File: src/rtl/nvio_slot_pkg.sv
// Shared constants and helpers for the fetch-bundle slot-valid tracker.
package nvio_slot_pkg;

  localparam logic VAL = 1'b1;
  localparam logic INV = 1'b0;

  // Widest bundle supported; popcount operates on a zero-extended slot vector.
  localparam int MAX_SLOTS = 8;

  function automatic logic is_cti(input logic jc, input logic ret, input logic tb);
    return jc | ret | tb;
  endfunction

  function automatic logic [3:0] popcount(input logic [MAX_SLOTS-1:0] v);
    logic [3:0] c;
    c = 4'd0;
    for (int i = 0; i < MAX_SLOTS; i++) begin
      c = c + {3'd0, v[i]};
    end
    return c;
  endfunction

endpackage

File: src/rtl/nvio_first_k_mask.sv
// Selects the k lowest-index set bits of vec; bits beyond the k-th set bit stay clear.
module nvio_first_k_mask
  import nvio_slot_pkg::*;
#(
  parameter int QSLOTS = 3,
  parameter int CW     = $clog2(QSLOTS + 1)
) (
  input  logic [QSLOTS-1:0] vec,
  input  logic [CW-1:0]     k,
  output logic [QSLOTS-1:0] mask
);

  logic [CW:0] taken;

  // Walk from slot 0 upward, granting set bits until k of them are taken.
  always_comb begin
    mask  = '0;
    taken = '0;
    for (int i = 0; i < QSLOTS; i++) begin
      if (vec[i] == VAL && taken < {1'b0, k}) begin
        mask[i] = VAL;
        taken   = taken + {{CW{1'b0}}, 1'b1};
      end else begin
        mask[i] = INV;
      end
    end
  end

endmodule

File: src/rtl/slot_valid_n.sv
// Tracks unqueued slots of the current fetch bundle, retires queued slots and
// discards bundles that follow an overriding control transfer.
module slot_valid_n
  import nvio_slot_pkg::*;
#(
  parameter int QSLOTS        = 3,
  parameter int STOMP_BUNDLES = 1,
  parameter int CW            = $clog2(QSLOTS + 1),
  parameter int SW            = $clog2(STOMP_BUNDLES + 1)
) (
  input  logic              clk,
  input  logic              rst,
  input  logic              branchmiss,
  input  logic              nextb,
  input  logic              phit,
  input  logic [QSLOTS-1:0] ip_mask,
  input  logic [CW-1:0]     queued_cnt,
  input  logic [QSLOTS-1:0] lsm,
  input  logic [QSLOTS-1:0] slot_jc,
  input  logic [QSLOTS-1:0] slot_ret,
  input  logic [QSLOTS-1:0] take_branch,
  input  logic              ip_override,
  output logic [QSLOTS-1:0] slotvd,
  output logic [QSLOTS-1:0] slotv,
  output logic              stomp_next,
  output logic              bundle_done,
  output logic              protocol_err
);

  logic [QSLOTS-1:0]    sel_s;
  logic [QSLOTS-1:0]    cti_s;
  logic [MAX_SLOTS-1:0] vd_ext_s;
  logic [3:0]           k_ext_s;
  logic                 over_s;
  logic                 hold_s;
  logic                 stomp_now_s;
  logic [SW-1:0]        eff_s;
  logic [SW-1:0]        stomp_cnt_r;

  nvio_first_k_mask #(
    .QSLOTS (QSLOTS),
    .CW     (CW)
  ) u_first_k (
    .vec  (slotvd),
    .k    (queued_cnt),
    .mask (sel_s)
  );

  // Retirement, hold, stomp detection and the bundles-to-discard count.
  always_comb begin
    vd_ext_s              = '0;
    vd_ext_s[QSLOTS-1:0]  = slotvd;
    k_ext_s               = 4'(queued_cnt);
    over_s                = (k_ext_s > popcount(vd_ext_s));
    cti_s                 = '0;
    for (int i = 0; i < QSLOTS; i++) begin
      cti_s[i] = is_cti(slot_jc[i], slot_ret[i], take_branch[i]) & sel_s[i];
    end
    hold_s = over_s | (|(sel_s & lsm));
    if (hold_s) begin
      slotv = slotvd;
    end else begin
      slotv = slotvd & ~sel_s;
    end
    stomp_now_s = !hold_s && (|cti_s) && ip_override;
    // A taken redirect kills younger slots even when the queue did not take them.
    if (stomp_now_s) begin
      slotv = '0;
      eff_s = SW'(STOMP_BUNDLES);
    end else begin
      eff_s = stomp_cnt_r;
    end
    stomp_next   = (eff_s != '0);
    bundle_done  = (slotv == '0);
    protocol_err = over_s;
  end

  // Slot-valid and stomp-count state; flush outranks bundle arrival.
  always_ff @(posedge clk or posedge rst) begin
    if (rst) begin
      slotvd      <= '0;
      stomp_cnt_r <= '0;
    end else if (branchmiss) begin
      slotvd      <= '0;
      stomp_cnt_r <= '0;
    end else if (nextb && eff_s != '0) begin
      slotvd      <= '0;
      stomp_cnt_r <= eff_s - SW'(1);
    end else if (nextb) begin
      slotvd      <= ip_mask & {QSLOTS{phit}};
      stomp_cnt_r <= '0;
    end else begin
      slotvd      <= slotv;
      stomp_cnt_r <= eff_s;
    end
  end

endmodule

File: config.mk
export PLATFORM = sky130hd
export DESIGN_NAME = slot_valid_n
export DESIGN_NICKNAME = d
export VERILOG_FILES = /design/src/rtl/nvio_slot_pkg.sv /design/src/rtl/nvio_first_k_mask.sv /design/src/rtl/slot_valid_n.sv
export SDC_FILE = /design/constraint.sdc
export NUM_CORES = 1
export LEC_CHECK = 0
export BUFFER_PORTS_ARGS = -buffer_cell sky130_fd_sc_hd__buf_2
export CAP_MARGIN = 20
export CORE_MARGIN = 5
export CORE_UTILIZATION = 28
export DETAILED_ROUTE_END_ITERATION = 10
export GPL_ROUTABILITY_DRIVEN = 0
export GPL_TIMING_DRIVEN = 0
export SYNTH_ARGS = -nofsm -noshare
export SYNTH_HDL_FRONTEND = slang
export SYNTH_HIERARCHICAL = 1
export SYNTH_SLANG_ARGS = --single-unit
export TNS_END_PERCENT = 30
File: constraint.sdc
create_clock -name clk -period 3 [get_ports clk]
set_clock_uncertainty 0.2 [all_clocks]
set_input_delay 0.45 -clock clk [delete_from_list [all_inputs] [get_ports clk]]
set_output_delay 0.45 -clock clk [all_outputs]
set_load 0.005 [all_outputs]
==> metrics.md <==
| Metric | Value |
|---|---|
| Int Pwr | 144 µW |
| Slew Viols, Final | 0 |
| Row cnt | 14 |
| Reg-to-reg slack, setup | approximately 0.63 ns |
| DR WL/cell | 12.7 µm |
| Sequential power share | 28.7% |
| Pwr/cell area | 261 nW/µm² |
| Worst rel slew slack | 78.8% |
| Antenna cells | 0 |
| Global-route wire length before repair | 2320 µm |
| # nets final | approximately 130 |
| Number of global-route vias before repair | 550 |
| Register area share after synthesis | between 20% and 30% |
| Layout Area Growth over Synthesis | 73.2% |
| Crit path kind | flop to output port |
| Initial Util | 30.0% |
| Worst r2r src | slotvd[0] |
| Core ar. | between 1500 and 2000 µm² |
| Die Span Y | 50.6 µm |
| Non-Filler Instances | 115 |
| Place WS | -0.308 ns |
| Final Critical Period | between 2 and 3 ns |
| Vias/cell | 4.91 |
| Clock buffer depth | 2 |
| Cell chain of the critical path | nand2b_4 -> a21boi_4 -> ha_1 -> ha_1 -> a21oi_4 -> o31ai_2 -> a31oi_2 -> and4_4 -> or2_1 -> buf_2 |
| Layout Cell Area excl Fill | 800 µm² |
| Final wirelength | between 1000 and 1500 µm |
| Cells after DPL | 105 |
| Mapped Nets | 86 |
| Critical path arrival | about 2.3 ns |
| Via count | 565 |
| Pleak | 0.402 nW |
| Worst EP required | 2.35 ns |
| WHS Path Cells | 2 |
| First-pass DRT Iterations | 4 |
| Initial DRC count | 9 |
| Initial antenna violation count | 0 |
| Worst hold path class | input pin to flop |
| Antenna Nets Post-Route | 0 |
| R2R Path End | stomp_cnt_r |
| Status | finished, final reports clean |
| Clock sinks | 4 |
| Post-Synthesis Cells | 58 |
| Skew-Pair Late Insertion Delay | 0.23 ns |
| Layout cells sized above 1 | around three fifths |
| Fin crit share | 99.5% |
| Max-Cap Viols | 0 |
| Yosys cell types | 26 |
| Port-buffer cells | 31 |
| Min-delay src | branchmiss |
| Worst Hold End | slotvd[2] |
| Placed cell area | 637 µm² |
| Setup crit end kind | output port |
| Root buf cell | clkbuf_4 |
| HPWL after DPL | 1130 µm |
| Slowest CP cell | dfrtp_2 |
| Clock-pin slew on the worst setup and hold paths | 0.04 ns |
| RSZ-0062 raised after global routing | true |
| I/O Pins | 32 |
| Largest net degree at the start of global routing | 7 |
| P_sw | 64.9 µW |
| Clock power frac | 31.6% |
| Die ar. | between 2000 and 3000 µm² |
| Die width | 50.6 µm |
| Synth warn | 6 |
| Startpoint Class | flop |
| Tightest Pin Transition | 0.318 ns |
| Post-Syn Area | 462 µm² |
| Reg2Reg Depth | 10 |
| Setup tns final | 0 ns |
| GRT Resource Usage Total | 11.9% |
| Comb power frac | 39.7% |
| Fmax | 335 MHz |
| CP most frequent cell | ha_1 |
| Mapped Avg Cell Area | 7.96 µm² |
| Final Worst Setup Slack | around 0.016 ns |
| Residual DRC | 0 |
| Num CTS Buffers | 3 |
| Hold Vio Cnt, Final | 0 |
| Max IR drop VDD | around 0.00018 V |
| Crit-path max FO | 5 |
| FF+latch count, synth | 4 |
| H-tree lvl count | 1 |
| CP max stage delay | 0.44 ns |
| Final setup fails | 0 |
| Gr ovfl total | 0 |
| Sw Share | 31.1% |
| CTS tree | yes |
-- cells in the mapped netlist --
cell type | n | area, µm²
nor3_1 | 2 | 10.0
fa_1 | 1 | 20.0
o21ai_1 | 3 | 15.0
o31ai_2 | 3 | 37.5
o21a_1 | 2 | 15.0
a2bb2oi_1 | 2 | 17.5
a31oi_1 | 1 | 6.26
or2_1 | 1 | 6.26
a21boi_1 | 1 | 7.51
nand3_1 | 2 | 10.0
nand3b_1 | 1 | 7.51
a21oi_1 | 2 | 10.0
dfrtp_1 | 4 | 100
and2_1 | 1 | 6.26
nor2b_1 | 1 | 6.26
o31a_1 | 1 | 8.76
inv_2 | 1 | 3.75
inv_1 | 5 | 18.8
nor2_1 | 6 | 22.5
ha_1 | 4 | 50.1
nand2b_1 | 3 | 18.8
a31oi_2 | 1 | 12.5
o22ai_1 | 1 | 6.26
nand2_1 | 7 | 26.3
and4_4 | 1 | 11.3
a22oi_1 | 1 | 7.51
-- power groups by stage --
stage | Combinational, mW | Clock, mW | Sequential [mW]
CTS | 0.0742 | 0.0690 | 0.0593
detailed placement | 0.0623 | 0 | 0.0595
finish | 0.0828 | 0.0658 | 0.0599
global route | 0.0918 | 0.0778 | 0.0602
global placement | 0.0608 | 0 | 0.0594
floorplan | 0.0324 | 0 | 0.0590
-- how the worst max path moves through the flow --
stage	startpoint	to	cells after the start
after global routing	slotvd[0]	stomp_next	10
after global placement	queued_cnt[0]	stomp_next	11
final	slotvd[0]	stomp_next	10
after floorplan	slotvd[0]	stomp_next	9
after detailed placement	queued_cnt[0]	stomp_next	11
after CTS	slotvd[0]	bundle_done	10
-- metrics by stage --
step | utilization [%] | power, mW | hold WS, ns
4_1_cts | 48.2 | 0.202 | 0.223
5_1_grt | 51.9 | 0.230 | 0.231
3_3_place_gp | 41.3 | 0.120 | 0.132
3_5_place_dp | 41.3 | 0.122 | 0.135
2_1_floorplan | - | 0.0914 | 0.0161
6_report | 51.9 | 0.209 | 0.228
-- area by class of cell --
cell class,count,area [µm²]
clock buffer,3,22.5
fill,155,742
inverter,6,22.5
multi-input combinational,48,420
sequential,4,104
tap,16,20.0
timing repair buffer,38,210
-- cell families (layout without fill, tap and decap cells) --
| kind of cell | after synthesis | count (layout) | share of synthesized area, % |
|---|---|---|---|
| buffers and inverters | 6 | 47 | 4.88 |
| adders and majority gates | 5 | 5 | 15.2 |
| DFF | 4 | 4 | 21.7 |
| AOI/OAI and AO/OA | 18 | 18 | 31.2 |
| and+or+nand+nor | 25 | 25 | 27.1 |
-- routing by layer --
layer | up-vias | GRT usage, % | share of wire [%]
met1 | 252 | 14.7 | 42
met4 | 0 | 7.66 | 0
met5 | - | 0 | 0
met3 | 0 | 3.25 | 6.8
met2 | 19 | 17.8 | 51
li1 | 294 | - | -
-- sequential cells by signal (all words and copies together) (netlist names) --
name,count
slotvd,3
stomp_cnt_r,1
-- critical path: cells and delay by family, from the launching register on --
kind / cells / cell delay (ns)
AOI/OAI and AO/OA: 4 / 0.59
and+or+nand+nor: 3 / 0.55
DFF: 1 / 0.44
adders and majority gates: 2 / 0.42
buffers and inverters: 1 / 0.11
-- layout by cell type, fill, tap and decap left out, types with 2 or more instances in the layout --
master / instances
ha_1: 4
o31ai_2: 3
clkbuf_4: 3
nand2_1: 7
buf_4: 6
nor2_1: 6
o21ai_4: 2
nand2b_4: 3
buf_2: 31
inv_1: 5
nand3_1: 2
a2bb2oi_1: 2
dfrtp_2: 3
nor3_1: 2
-- repair_timing --
item,in CTS,in global routing
hold buffers,1,0
pin swaps,5,8
setup endpoints to repair,5,5
endpoints found under the hold margin,4,0
gates resized for setup,11,7
buffers inserted,3,3
No activity file was read; power rests on OpenSTA's default activity.
